### src/rtl/imem_arbiter.sv
// Arbitrates a single memory port between instruction fetch and data access,
// with one outstanding transaction, data priority, fetch anti-starvation and flush kill.
`ifndef DATA_WIDTH
`define DATA_WIDTH 32
`endif
`ifndef INSTR_WIDTH
`define INSTR_WIDTH 32
`endif

module imem_arbiter #(
  parameter int unsigned ADDR_WIDTH   = `DATA_WIDTH,
  parameter int unsigned STARVE_LIMIT = 4
) (
  input  logic                    clk,
  input  logic                    rst,
  input  logic                    if_req_i,
  input  logic [ADDR_WIDTH-1:0]   if_addr_i,
  input  logic                    if_flush_i,
  output logic                    if_gnt_o,
  output logic                    if_rvalid_o,
  output logic [`INSTR_WIDTH-1:0] if_rdata_o,
  input  logic                    dm_req_i,
  input  logic                    dm_we_i,
  input  logic [3:0]              dm_be_i,
  input  logic [ADDR_WIDTH-1:0]   dm_addr_i,
  input  logic [`DATA_WIDTH-1:0]  dm_wdata_i,
  output logic                    dm_gnt_o,
  output logic                    dm_rvalid_o,
  output logic [`DATA_WIDTH-1:0]  dm_rdata_o,
  output logic                    mem_req_o,
  output logic                    mem_we_o,
  output logic [3:0]              mem_be_o,
  output logic [ADDR_WIDTH-1:0]   mem_addr_o,
  output logic [`DATA_WIDTH-1:0]  mem_wdata_o,
  input  logic                    mem_gnt_i,
  input  logic                    mem_rvalid_i,
  input  logic [`DATA_WIDTH-1:0]  mem_rdata_i
);

  typedef enum logic [1:0] {IDLE, WAIT_IF, WAIT_DM} state_e;

  localparam logic [2:0] LIMIT = 3'(STARVE_LIMIT);

  state_e     state_q, state_d;
  logic [2:0] starve_cnt_q, starve_cnt_d;
  logic       kill_q, kill_d;
  logic       if_eff, sel_if, accept;

  always_ff @(posedge clk) begin
    if (rst) begin
      state_q      <= IDLE;
      starve_cnt_q <= '0;
      kill_q       <= 1'b0;
    end else begin
      state_q      <= state_d;
      starve_cnt_q <= starve_cnt_d;
      kill_q       <= kill_d;
    end
  end

  always_comb begin
    if_eff = if_req_i && !if_flush_i;
    sel_if = if_eff && (!dm_req_i || (starve_cnt_q == LIMIT));

    mem_req_o   = !rst && (state_q == IDLE) && (if_eff || dm_req_i);
    mem_we_o    = sel_if ? 1'b0 : dm_we_i;
    mem_be_o    = sel_if ? 4'hF : dm_be_i;
    mem_addr_o  = sel_if ? if_addr_i : dm_addr_i;
    mem_wdata_o = sel_if ? '0 : dm_wdata_i;

    accept   = mem_req_o && mem_gnt_i;
    if_gnt_o = accept && sel_if;
    dm_gnt_o = accept && !sel_if;

    if_rdata_o = mem_rdata_i;
    dm_rdata_o = mem_rdata_i;

    if_rvalid_o  = 1'b0;
    dm_rvalid_o  = 1'b0;
    state_d      = state_q;
    starve_cnt_d = starve_cnt_q;
    kill_d       = kill_q;

    case (state_q)
      IDLE: begin
        // Starvation counts consecutive data wins only while a live fetch waits.
        if (if_gnt_o) begin
          state_d      = WAIT_IF;
          kill_d       = if_flush_i;
          starve_cnt_d = '0;
        end else begin
          if (dm_gnt_o) state_d = WAIT_DM;
          if (!if_req_i)
            starve_cnt_d = '0;
          else if (dm_gnt_o && if_eff && (starve_cnt_q < LIMIT))
            starve_cnt_d = starve_cnt_q + 3'd1;
        end
      end
      WAIT_IF: begin
        if (mem_rvalid_i) begin
          if_rvalid_o = !rst && !kill_q && !if_flush_i;
          kill_d      = 1'b0;
          state_d     = IDLE;
        end else if (if_flush_i) begin
          kill_d = 1'b1;
        end
      end
      WAIT_DM: begin
        if (mem_rvalid_i) begin
          dm_rvalid_o = !rst;
          state_d     = IDLE;
        end
      end
      default: state_d = IDLE;
    endcase
  end

endmodule

### config.mk
export PLATFORM = sky130hd
export DESIGN_NAME = imem_arbiter
export DESIGN_NICKNAME = d
export VERILOG_FILES = /design/src/rtl/imem_arbiter.sv
export SDC_FILE = /design/constraint.sdc
export NUM_CORES = 1
export LEC_CHECK = 0
export ABC_AREA = 1
export CORE_AREA = 5 5 104 106
export DETAILED_ROUTE_END_ITERATION = 7
export DIE_AREA = 0 0 109 111
export HOLD_SLACK_MARGIN = 0.15
export PLACE_DENSITY = 0.78
export SYNTH_ARGS = -nofsm -noshare
export SYNTH_HDL_FRONTEND = slang
export SYNTH_SLANG_ARGS = --single-unit
### constraint.sdc
create_clock -name clk -period 1.7 [get_ports clk]
set_input_delay 0.17 -clock clk [delete_from_list [all_inputs] [get_ports clk]]
set_output_delay 0.17 -clock clk [all_outputs]
set_load 0.02 [all_outputs]
======== Word-level counts from Yosys, hierarchy flattened ========
Index checks and enable logic that the tools add are counted.
storage, ports and cells
  word-level logic and storage cells ...... 56
  register bits ........................... 6
  input bits .............................. 140
  output and inout port bits .............. 138
cells by class
  order comparisons ....................... 1
  multiplexer cells ....................... 19
  reduce and logical (&&, ||, !) cells .... 24
  add/subtract/negate cells ............... 1
  eq/ne operators ......................... 8
operators with widths
  operator               count
  $mux W32               2
  $logic_and A1 B1 Y1    11
  $mux W3                3
  $mux W1                8
  $mux W2                3
  $ne A3 B3 Y1 const B   2
  $logic_not A1 Y1       5
  $mux W4                1
  $pmux W2 S2            1
  $reduce_and A2 Y1      2
  $add A3 B1 Y3 const B  1
  $eq A3 B3 Y1 const B   1
  $lt A3 B3 Y1 const B   1
  $ne A3 B1 Y1 const B   1
  $reduce_and A3 Y1      1
  $eq A2 B1 Y1 const B   1
  $eq A2 B2 Y1 const B   1
  $logic_not A2 Y1       1
  $logic_or A1 B1 Y1     2
  $ne A2 B1 Y1 const B   1
  $ne A2 B2 Y1 const B   1
  $pmux W1 S2            1
  $reduce_bool A2 Y1     1
  $reduce_or A2 Y1       1

======== Longest topological paths before layout ========
Gate-level depths: netlist of run 1.
  depth in word-level cells ............... 11
  gate-level depth with buffers ........... 12
  mapped depth without buffers ............ 11

======== Worst setup path after synthesis of run 1 ========
Ideal clock, no wire load.
  path type ............................... reg2reg
  start point ............................. register state_q[0]
  end point ............................... register starve_cnt_q[1]
  clock period less this slack ............ 1.682 ns
  setup time .............................. 0.115 ns
  data arrival time ....................... 1.567 ns
  slack ................................... 0.018 ns
  required time ........................... 1.585 ns
  path buffers ............................ 1
  stages on the path, launching flop included .. 11
  path through ............................ dfxtp_1 > inv_1 > ha_1 > buf_2 > nand2_1 > a21oi_1 > nand3_1 > nand3_1 > nand3_1 > nand2_1 > nor2_1
between the ends
  word-level cells in the longest chain between the ends .. 9
  elaborated cells on any way between the ends .. 11
  classes of those cells .................. 1 x eq/ne; 1 x mux; 9 x reduce/logical
RTL lines
  item                                   line  source
  from (decl)                            44    state_e state_q, state_d;
  from (signal assigned)                 55    state_q <= state_d;
  $logic_not A2 Y1 (*)                   65    mem_req_o = !rst && (state_q == IDLE) && (if_eff || dm_req_i);
  $logic_and A1 B1 Y1 (*) (2 in series)  65
  named net mem_req_o                    30    output logic mem_req_o,
  $logic_and A1 B1 Y1 (*)                71    accept = mem_req_o && mem_gnt_i;
  $logic_and A1 B1 Y1                    73    dm_gnt_o = accept && !sel_if;
  $logic_and A1 B1 Y1 (2 in series)      95    else if (dm_gnt_o && if_eff && (starve_cnt_q < LIMIT))
  $ne A3 B1 Y1 (no source line)          n/a
  $reduce_and A2 Y1 (no source line)     n/a
  to (signal assigned)                   56    starve_cnt_q <= starve_cnt_d;
  to (decl)                              45    logic [2:0] starve_cnt_q, starve_cnt_d;
The timed path passes the listed nets; every way through them passes the cells marked *.
A chain may end at the register's enable or synchronous reset.

======== Final worst setup path of run 1 ========
  start point ............................. register starve_cnt_q[0]
  end point ............................... output port mem_be_o[3]
between the ends
  word-level cells in the longest chain between the ends .. 4
RTL lines
  item                 line  source
  $eq A3 B3 Y1         63    sel_if = if_eff && (!dm_req_i || (starve_cnt_q == LIMIT));
  $logic_or A1 B1 Y1   63
  $logic_and A1 B1 Y1  63
  $mux W4              67    mem_be_o = sel_if ? 4'hF : dm_be_i;
  to (decl)            32    output logic [3:0] mem_be_o,
Every way passes these cells.

==> flow_metrics.py, run 1 <==
metrics = {
    "worst_setup_path": {
        "startpoint_type": "register",
        "slowest_stage": "dfxtp_2",
        "critPathKind": "reg2out",
        "critical_path.max_stage_delay_ps": 320,
        "crit_fanout": 6,
        "crit_required_ps": 1530,
        "path_cells": "inv_2 > ha_4 > nand2_4 > a21oi_4 > buf_4 > buf_12 > or2_2 > buf_6",
        "critical_path_arrival_ps": 1610,
        "crit_path_end_kind": "output port",
    },
    "place": {
        "portBuffers": 181,
        "globalplace.congestion": 0.755,
        "hpwlAfterDp_um": 6860,
        "postPlaceCellArea_um2": 3310,
        "dp_cells": 578,
    },
    "route": {
        "highest_layer": "met4",
        "ant_nets": 0,
        "vias_per_cell": 4.04,
        "post-route-drc-count": 0,
        "wl_um": 9710,
        "first_pass_iters": 4,
        "wl_per_cell_um": 15.9,
        "routed-wl-met2_um": 5090,
        "drtIter0Drc": 115,
        "wl_met1_um": 3060,
        "vias": 2459,
        "wl_met3_um": 1420,
    },
    "clock_tree": {
        "cts_tree": "built",
        "clockRootBuffer": "clkbuf_8",
        "path_clk_slew_ps": 30,
        "cts.sinks": 6,
        "clock_path_buffers": 2,
        "clk_latency_ps": 220,
        "cts_buffers": 3,
        "h-tree-depth": 1,
        "hold_buffers": 0,
    },
    "synthesis": {
        "ys_types": 22,
        "synth_seq_cells": 6,
        "yosysSeqAreaShare_pct": 7.30,
        "ys_warn_count": 0,
        "syn_area_um2": 1650,
        "synth_top_area_cell": "buf_4",
        "synth_fp_nets": 460,
        "synth_cells": 315,
        "synthTopCellsByArea": "buf_4 (29%), nand2_1 (25%), inv_1 (10%)",
        "synth_top_area_share_pct": 29.2,
        "avgSynthCellArea_um2": 5.22,
    },
    "finish": {
        "area_growth_pct": 153,
        "final_nets": 623,
        "final_cell_area_um2": 4160,
        "fin_cells": 609,
        "drive_above_1_share_pct": 49.6,
        "antenna_cells": 0,
    },
    "global_routing": {
        "grt_max_degree": 14,
        "grt_pass1_wl_um": 13800,
        "grt.total_usage_pct": 14.5,
        "gr-total-overflow": 0,
        "grt_pass1_vias": 2668,
        "antenna_found_initial": 0,
    },
    "power": {
        "ir_drop_mv": 0.216,
        "p_int_mw": 1.09,
        "static-leakage-power_nw": 2.04,
        "seqPwrFrac_pct": 9.6,
        "power_density_nw_per_um2": 435,
        "comb_power_share_pct": 78.8,
        "clock_power_share_pct": 11.7,
        "p_sw_share_pct": 40.0,
        "p_switching_mw": 0.723,
    },
    "run": {
        "max_cap_violations": 0,
    },
    "sta": {
        "hold_viol": 0,
        "tightest_slew_ps": 239,
        "slew_headroom_pct": 84.0,
        "fmax_mhz": 563,
        "rsz0062_at_grt": "true",
        "layout_setup_ws_ps": -75.8,
        "fin_crit_sh_pct": 104,
        "finalClockSkew_ps": 0.203,
        "setup_viol": 34,
        "min_period_ps": 1780,
        "hold_ws_ps": 340,
        "slew_viol_final": 0,
    },
    "die": {
        "core_um2": 9680,
        "die_area_um2": 12100,
        "start_util_pct": 17.0,
        "pin_count": 278,
        "rows": 36,
        "die_w_um": 109,
        "fp.dieH_um": 111,
    },
    "min_path": {
        "hold_class": "in2out",
    },
    "run_status": {
        "status": "finished with violations",
        "violations": "setup timing",
    },
}
cell families after synthesis:
group | count (synthesis) | synth area share (%)
xor gates and xnor gates | 1 | 0.532
adders and majority gates | 5 | 3.80
DFF | 6 | 7.30
and+or+nand+nor | 171 | 41.5
buffers and inverters | 121 | 42.7
AOI/OAI and AO/OA | 11 | 4.18
power groups by stage:
stage	registers, mW	logic (mW)	clock network [mW]
final	0.173	1.42	0.211
after global routing	0.175	1.52	0.225
after CTS	0.173	1.36	0.219
after detailed placement	0.172	1.12	0
after global placement	0.170	1.10	0
after floorplan	0.173	0.669	0
registers in the layout, summed over array words and instances, names as in the netlist:
name / cells
starve_cnt_q: 3
state_q: 2
kill_q: 1
cell usage after synthesis:
cell      count
buf_4        64
o21ai_1       1
dfxtp_1       6
nand3_2       1
inv_1        45
xor2_1        1
nor3_1        1
ha_1          5
clkbuf_1      5
and3_1        1
nand3_1       9
inv_2         1
nor2_2        2
nor2_1       42
o21ai_0       2
o31ai_1       1
nand2_2       2
or2_2         4
a21oi_4       1
buf_2         6
a21oi_1       6
nand2_1     109
final timing paths:
check	from	endpoint	slack, ps	cells past startpoint
hold / removal	mem_rdata_i[22]	dm_rdata_o[22]	340	0
setup / recovery	starve_cnt_q[0]	mem_be_o[3]	-80	8
hold reg to reg	kill_q	kill_q	520	4
setup reg to reg	starve_cnt_q[0]	starve_cnt_q[1]	0	12
worst max-delay path, delay by kind of cell (launching register included):
family / cells / cell delay (ps)
and+or+nand+nor: 2 / 370
DFF: 1 / 320
buffers and inverters: 4 / 470
AOI/OAI and AO/OA: 1 / 70
adders and majority gates: 1 / 150
routing by layer:
metal | up-vias | track usage (%)
met4 | 0 | 3.37
met1 | 1077 | 13.9
met3 | 19 | 6.58
met2 | 184 | 27.5
met5 | - | 0
li1 | 1179 | -
cell type report:
class / instances / area [µm²]
fill: 962 / 5520
timing repair buffer: 233 / 2430
multi-input combinational: 188 / 1230
inverter: 46 / 173
tap: 133 / 166
sequential: 6 / 123
clock buffer: 3 / 41.3
through the flow:
stage	worst slack [ps]	power (mW)	util (%)	setup TNS, ps
2_1_floorplan	18.1	0.843	-	0
3_3_place_gp	-372	1.27	34.2	-21770
3_5_place_dp	-407	1.30	34.2	-22900
4_1_cts	-171	1.75	41.2	-3380
5_1_grt	-125	1.92	43.0	-4250
6_report	-75.8	1.81	43.0	-1020
cell usage in the layout, fill, tap and decap left out, drive strengths merged, types with 3 or more instances in the layout:
master	instances
dfxtp	6
nand3	10
inv	46
nand2	111
buf	121
clkdlybuf4s50	106
or2	4
o21ai	3
a21oi	7
nor2	44
clkbuf	7
ha	5
what timing repair did:
item,CTS,global route
gates cloned,7,2
setup endpoints to repair,77,70
resized for setup,487,79
setup buffers,19,9
pin swaps,21,9
Power figures use the tool's default switching activity.
==> run 2: changes to the inputs <==
--- a/config.mk
+++ b/config.mk
@@ -10,6 +10,7 @@
 export DETAILED_ROUTE_END_ITERATION = 7
 export DIE_AREA = 0 0 109 111
 export HOLD_SLACK_MARGIN = 0.15
+export MAX_ROUTING_LAYER = met4
 export PLACE_DENSITY = 0.78
 export SYNTH_ARGS = -nofsm -noshare
 export SYNTH_HDL_FRONTEND = slang
==> run 2 against run 1 <==
Against the previous run: the flow still finishes with violations (setup timing); sequential cell count stayed put; clock power is 2% higher; sequential power hardly changed; via count is 0.28% lower; sequential share of layout area stayed put; power is 0.33% higher; core utilization stayed put; die area stayed put; critical endpoint unchanged; largest cell class unchanged.
==> flow_metrics.py, run 2 (synthesis gave the netlist of run 1 again) <==
metrics = {
    "sta": {
        "setup_viol": 36,
        "finalClockSkew_ps": 1.67,
        "min_period_ps": 1780,
        "slew_viol_final": 0,
        "slew_headroom_pct": 83.9,
        "hold_viol": 0,
        "fin_setup_tns_ps": -1100,
        "fin_crit_sh_pct": 105,
        "layout_setup_ws_ps": -79.0,
        "hold_ws_ps": 340,
        "rsz0062_at_grt": "true",
        "fmax_mhz": 562,
        "tightest_slew_ps": 241,
    },
    "run": {
        "max_cap_violations": 0,
    },
    "power": {
        "power_density_nw_per_um2": 436,
        "static-leakage-power_nw": 2.04,
        "p_sw_share_pct": 40.1,
        "power_mw": 1.81,
        "seqPwrFrac_pct": 9.6,
        "ir_drop_mv": 0.218,
        "comb_power_share_pct": 78.6,
        "p_int_mw": 1.09,
        "clock_power_share_pct": 11.9,
        "p_switching_mw": 0.728,
    },
    "place": {
        "hpwlAfterDp_um": 6860,
        "globalplace.congestion": 0.764,
        "postPlaceCellArea_um2": 3310,
        "portBuffers": 181,
    },
    "finish": {
        "top_regs": "starve_cnt_q (3), state_q (2), kill_q (1)",
        "final_util_pct": 43.0,
        "final_common_cell": "clkdlybuf4s50_1",
        "largest_register": "starve_cnt_q",
        "final_cell_area_um2": 4160,
        "final_nets": 623,
        "drive_above_1_share_pct": 49.6,
        "area_growth_pct": 153,
        "fillCellCount": 962,
        "antenna_cells": 0,
        "largest_register_ffs": 3,
        "mostFrequentLayoutCells": "clkdlybuf4s50_1 (106), buf_6 (59), nand2_1 (45)",
    },
    "route": {
        "drtIter0Drc": 114,
        "vias_per_cell": 4.03,
        "post-route-drc-count": 0,
        "first_pass_iters": 4,
        "wl_um": 9730,
        "wl_per_cell_um": 16.0,
        "ant_nets": 0,
        "vias": 2452,
    },
    "clock_tree": {
        "clock_path_buffers": 2,
        "hold_buffers": 0,
        "cts_buffers": 3,
        "path_clk_slew_ps": 30,
        "cts_tree": "built",
        "clk_latency_ps": 230,
        "h-tree-depth": 1,
        "clockRootBuffer": "clkbuf_8",
        "cts.sinks": 6,
    },
    "worst_setup_path": {
        "crit_required_ps": 1530,
        "crit_fanout": 6,
        "r2r_setup_slack_ps": 10,
        "ff2ff_path_depth": 12,
        "critPathKind": "reg2out",
        "worstReg2RegEnd": "starve_cnt_q[1]",
        "reg2reg_from": "starve_cnt_q[0]",
        "critical_path_arrival_ps": 1610,
        "crit_path_end_kind": "output port",
        "startpoint_type": "register",
    },
    "die": {
        "die_area_um2": 12100,
        "core_um2": 9680,
        "die_w_um": 109,
        "pin_count": 278,
        "fp.dieH_um": 111,
        "rows": 36,
        "start_util_pct": 17.0,
    },
    "min_path": {
        "worstHoldEndpoint": "dm_rdata_o[22]",
        "hp-start": "mem_rdata_i[22]",
        "hold_depth": 0,
        "hold_class": "in2out",
    },
    "run_status": {
        "status": "finished with violations",
        "violations": "setup timing",
    },
    "global_routing": {
        "antenna_found_initial": 0,
        "grt_pass1_wl_um": 13800,
        "gr-total-overflow": 0,
        "grt_pass1_vias": 2671,
        "grt.total_usage_pct": 14.9,
        "grt_max_degree": 14,
    },
}
[run 2: cell counts in the layout (fill, tap and decap cells not counted)]
Identical to the previous run, type by type.
[run 2: final cells by class]
cell class              instances  area, µm²  share of cell area (%)
multi-input cells             188       1230                    29.5
clock buffers                   3       41.3                   0.992
repair buffers                233       2430                    58.4
well taps                     133        166                    4.00
flip-flops and latches          6        123                    2.95
inverters                      46        173                    4.15
[run 2: worst max-delay path by stage]
stage	from	end	depth (start not counted)
6_report	starve_cnt_q[0]	mem_be_o[3]	8
5_1_grt	starve_cnt_q[0]	mem_addr_o[10]	10
4_1_cts	starve_cnt_q[1]	mem_wdata_o[18]	9
3_5_place_dp	if_req_i	mem_addr_o[22]	7
3_3_place_gp	if_req_i	mem_addr_o[24]	7
2_1_floorplan	state_q[0]	starve_cnt_q[1]	10
[run 2: power groups by stage]
stage                     clock network (mW)  logic (mW)  registers [mW]
after global placement                     0        1.10           0.170
after global routing                   0.225        1.52           0.175
final                                  0.216        1.43           0.173
after CTS                              0.219        1.36           0.173
after floorplan                            0       0.669           0.173
after detailed placement                   0        1.12           0.172
[run 2: per-layer routing]
layer	GRT usage [%]	part of all wire, %	wire, µm	vias up
li1	-	-	-	1179
met1	14.1	32	3120	1070
met2	27.6	53	5110	183
met3	6.17	14	1360	20
met4	3.11	1.5	146	0
met5	-	0	0	-
[run 2: per-stage QoR]
stage,instances,setup slack [ps]
after CTS,606,-171
final,609,-79.0
after floorplan,315,18.1
after global placement,578,-372
after global routing,609,-125
after detailed placement,578,-407
[run 2: worst max-delay path, cell delays in order (launching register included)]
cell and delay, ps:
dfxtp_2 320, inv_2 40, ha_4 150, nand2_4 80
a21oi_4 70, buf_4 160, buf_12 130, or2_2 290
buf_6 140
[run 2: repair_timing]
action | CTS | global route
buffers inserted | 19 | 9
endpoints found under the setup margin | 77 | 70
pin swaps | 21 | 9
resized for setup | 487 | 79
gates cloned | 7 | 2
==> run 3: changes to the inputs <==
--- a/config.mk
+++ b/config.mk
@@ -5,10 +5,10 @@
 export SDC_FILE = /design/constraint.sdc
 export NUM_CORES = 1
 export LEC_CHECK = 0
-export ABC_AREA = 1
-export CORE_AREA = 5 5 104 106
+export CORE_AREA = 5 5 105 107
 export DETAILED_ROUTE_END_ITERATION = 7
-export DIE_AREA = 0 0 109 111
+export DIE_AREA = 0 0 110 112
+export GPL_ROUTABILITY_DRIVEN = 0
 export HOLD_SLACK_MARGIN = 0.15
 export MAX_ROUTING_LAYER = met4
 export PLACE_DENSITY = 0.78
==> run 3 against run 2 <==
Against the previous run: the run still ends with setup timing left; sequential cell count unchanged; die area increased by 1.8%; global-route usage decreased by 2.9 points; power decreased by 19%; cell count decreased by 21%; sequential power decreased by 13%; first-iteration DRC count decreased by 39%; largest power group unchanged.
==> flow_metrics.py, run 3 <==
metrics = {
    "clock_tree": {
        "clk_latency_ps": 220,
        "cts_tree": "built",
        "h-tree-depth": 1,
        "cts.sinks": 6,
        "clockRootBuffer": "clkbuf_8",
        "clock_path_buffers": 2,
        "cts_buffers": 3,
        "path_clk_slew_ps": 40,
        "hold_buffers": 0,
    },
    "worst_setup_path": {
        "path_cells": "inv_2 > ha_4 > a21bo_4 > and2_4 > clkbuf_16 > mux2_4 > buf_6",
        "reg2reg_from": "starve_cnt_q[1]",
        "cp-startpoint": "starve_cnt_q[1]",
        "critical_path.max_stage_delay_ps": 320,
        "crit_path_end_kind": "output port",
        "startpoint_type": "register",
        "cp_num_buf_inv": 3,
        "slowest_stage": "dfxtp_2",
        "r2r_setup_slack_ps": -110,
        "crit_fanout": 7,
        "crit_required_ps": 1530,
        "critical_path_arrival_ps": 1790,
        "critPathKind": "reg2out",
        "cpLargestDelayFamily": "buffers and inverters",
    },
    "route": {
        "post-route-drc-count": 0,
        "first_pass_iters": 4,
        "ant_nets": 0,
        "wl_per_cell_um": 17.0,
        "drtIter0Drc": 69,
        "wl_um": 8210,
        "vias": 1946,
        "vias_per_cell": 4.02,
    },
    "finish": {
        "largest_register": "starve_cnt_q",
        "top_regs": "starve_cnt_q (3), state_q (2), kill_q (1)",
        "final_nets": 494,
        "drive_above_1_share_pct": 56.2,
        "final_common_cell": "clkdlybuf4s50_1",
        "area_growth_pct": 129,
        "mostFrequentLayoutCells": "clkdlybuf4s50_1 (105), buf_6 (75), and2_4 (34)",
        "final_cell_area_um2": 3890,
        "largest_register_ffs": 3,
    },
    "synthesis": {
        "synth_seq_cells": 6,
        "muxShareOfSynthArea_pct": 28.0,
        "synthTopCellsByArea": "buf_4 (28%), mux2_4 (25%), and2_1 (12%)",
        "synth_cells": 195,
        "ys_warn_count": 0,
        "synth-edff-count": 0,
        "synth_compound_area_share_pct": 5.75,
        "synthFlopType": "dfxtp_1",
        "synth-adder-area-share_pct": 3.69,
        "synthSimpleGateAreaFrac_pct": 21.2,
        "avgSynthCellArea_um2": 8.70,
        "ys_async_sr_fraction_pct": 0,
        "synth_fp_nets": 340,
        "synth_common_cells": "buf_4 (64), and2_1 (33), mux2_4 (28), inv_1 (12), dfxtp_1 (6)",
        "yosysSeqAreaShare_pct": 7.08,
        "syn_area_um2": 1700,
        "synth_top_family_by_area": "buffers and inverters",
        "ys_types": 33,
        "synth_top_area_cell": "buf_4",
        "synth_xor_area_share_pct": 0,
        "yosysMostFrequentCell": "buf_4",
        "synth_top_area_share_pct": 28.3,
    },
    "sta": {
        "min_period_ps": 1960,
        "slew_viol_final": 0,
        "slew_headroom_pct": 81.1,
        "hold_viol": 0,
        "layout_setup_ws_ps": -260,
        "fmax_mhz": 510,
        "finalClockSkew_ps": 2.87,
        "setup_viol": 73,
        "fin_crit_sh_pct": 115,
        "rsz0062_at_grt": "true",
        "tightest_slew_ps": 282,
    },
    "place": {
        "hpwlAfterDp_um": 6600,
        "postPlaceCellArea_um2": 3360,
        "portBuffers": 181,
        "pre_cts_ws_ps": -614,
    },
    "die": {
        "core_um2": 10000,
        "fp.dieH_um": 112,
        "start_util_pct": 16.9,
        "die_area_um2": 12300,
        "rows": 37,
        "pin_count": 278,
        "die_w_um": 110,
    },
    "global_routing": {
        "grt.total_usage_pct": 12.0,
        "gr-total-overflow": 0,
        "grt_pass1_wl_um": 11100,
        "grt_pass1_vias": 2164,
        "antenna_found_initial": 1,
        "grt_max_degree": 18,
    },
    "min_path": {
        "hold_class": "in2out",
        "hp-start": "mem_rdata_i[11]",
    },
    "power": {
        "ir_drop_mv": 0.254,
        "power_density_nw_per_um2": 380,
        "power_mw": 1.48,
        "static-leakage-power_nw": 1.75,
    },
    "run_status": {
        "violations": "setup timing",
        "status": "finished with violations",
    },
    "run": {
        "max_cap_violations": 0,
    },
}
==> run 3: cell types whose count changed after synthesis, moves of 4 or more <==
cell / before / now
inv_1: 45 / 12
or2_2: 4 / 0
nor2_1: 42 / 2
buf_6: 0 / 4
nand2_1: 109 / 5
and2_1: 0 / 33
mux2_4: 0 / 28
buf_2: 6 / 0
mux2_2: 0 / 4
nand2b_1: 0 / 4
nand3_1: 9 / 1
a21oi_1: 6 / 1
==> run 3: path summary, 6_finish.rpt <==
| check | cells past startpoint | endpoint |
|---|---|---|
| hold reg to reg | 2 | starve_cnt_q[0] |
| hold / removal | 0 | dm_rdata_o[11] |
| setup / recovery | 7 | mem_addr_o[19] |
| setup reg to reg | 8 | starve_cnt_q[0] |
==> run 3: metrics by stage <==
stage / instances / utilization, % / hold WS, ps / setup TNS [ps]
6_report: 484 / 38.7 / 340 / -11640
5_1_grt: 484 / 38.7 / 340 / -15710
4_1_cts: 475 / 34.2 / 340 / -8630
3_5_place_dp: 468 / 33.4 / 340 / -36510
3_3_place_gp: 468 / 33.4 / 340 / -34200
2_1_floorplan: 195 / - / 249 / 0
==> run 3: what timing repair did <==
| item | in CTS | in global routing |
|---|---|---|
| resized for setup | 362 | 104 |
| pin swaps | 5 | 6 |
| endpoints found under the hold margin | 0 | 0 |
| buffers inserted | 2 | 4 |
| endpoints found under the setup margin | 75 | 72 |
| cloned | 3 | 4 |
==> run 3: power breakdown <==
part | internal, mW | switching, mW
clock | 0.153 | 0.0661
combinational | 0.691 | 0.417
sequential | 0.148 | 0.00289
==> run 3: cells by family (layout without fill, tap and decap cells) <==
kind of cell | count (synthesis) | in the layout
DFF | 6 | 6
buffers and inverters | 83 | 235
muxes | 33 | 33
and+or+nand+nor | 56 | 56
other | 0 | 1
AOI/OAI and AO/OA | 12 | 12
adders and majority gates | 5 | 5
==> run 3: routing by layer <==
metal	global-route usage (%)	up-vias	part of all wire, %	wire length [µm]
met3	4.17	20	15	1200
li1	-	883	-	-
met1	9.83	876	28	2340
met2	24.2	167	55	4490
met4	3.08	0	2.2	182
met5	-	-	0	0
==> run 3: area by class of cell <==
cell class                      count  area, µm²
Timing Repair Buffer              220       2370
Clock buffer                        3       41.3
Multi-Input combinational cell    106       1130
Antenna cell                        1       2.50
Inverter                           12       45.0
Tap cell                          136        170
Sequential cell                     6        123
Fill cell                         980       6160
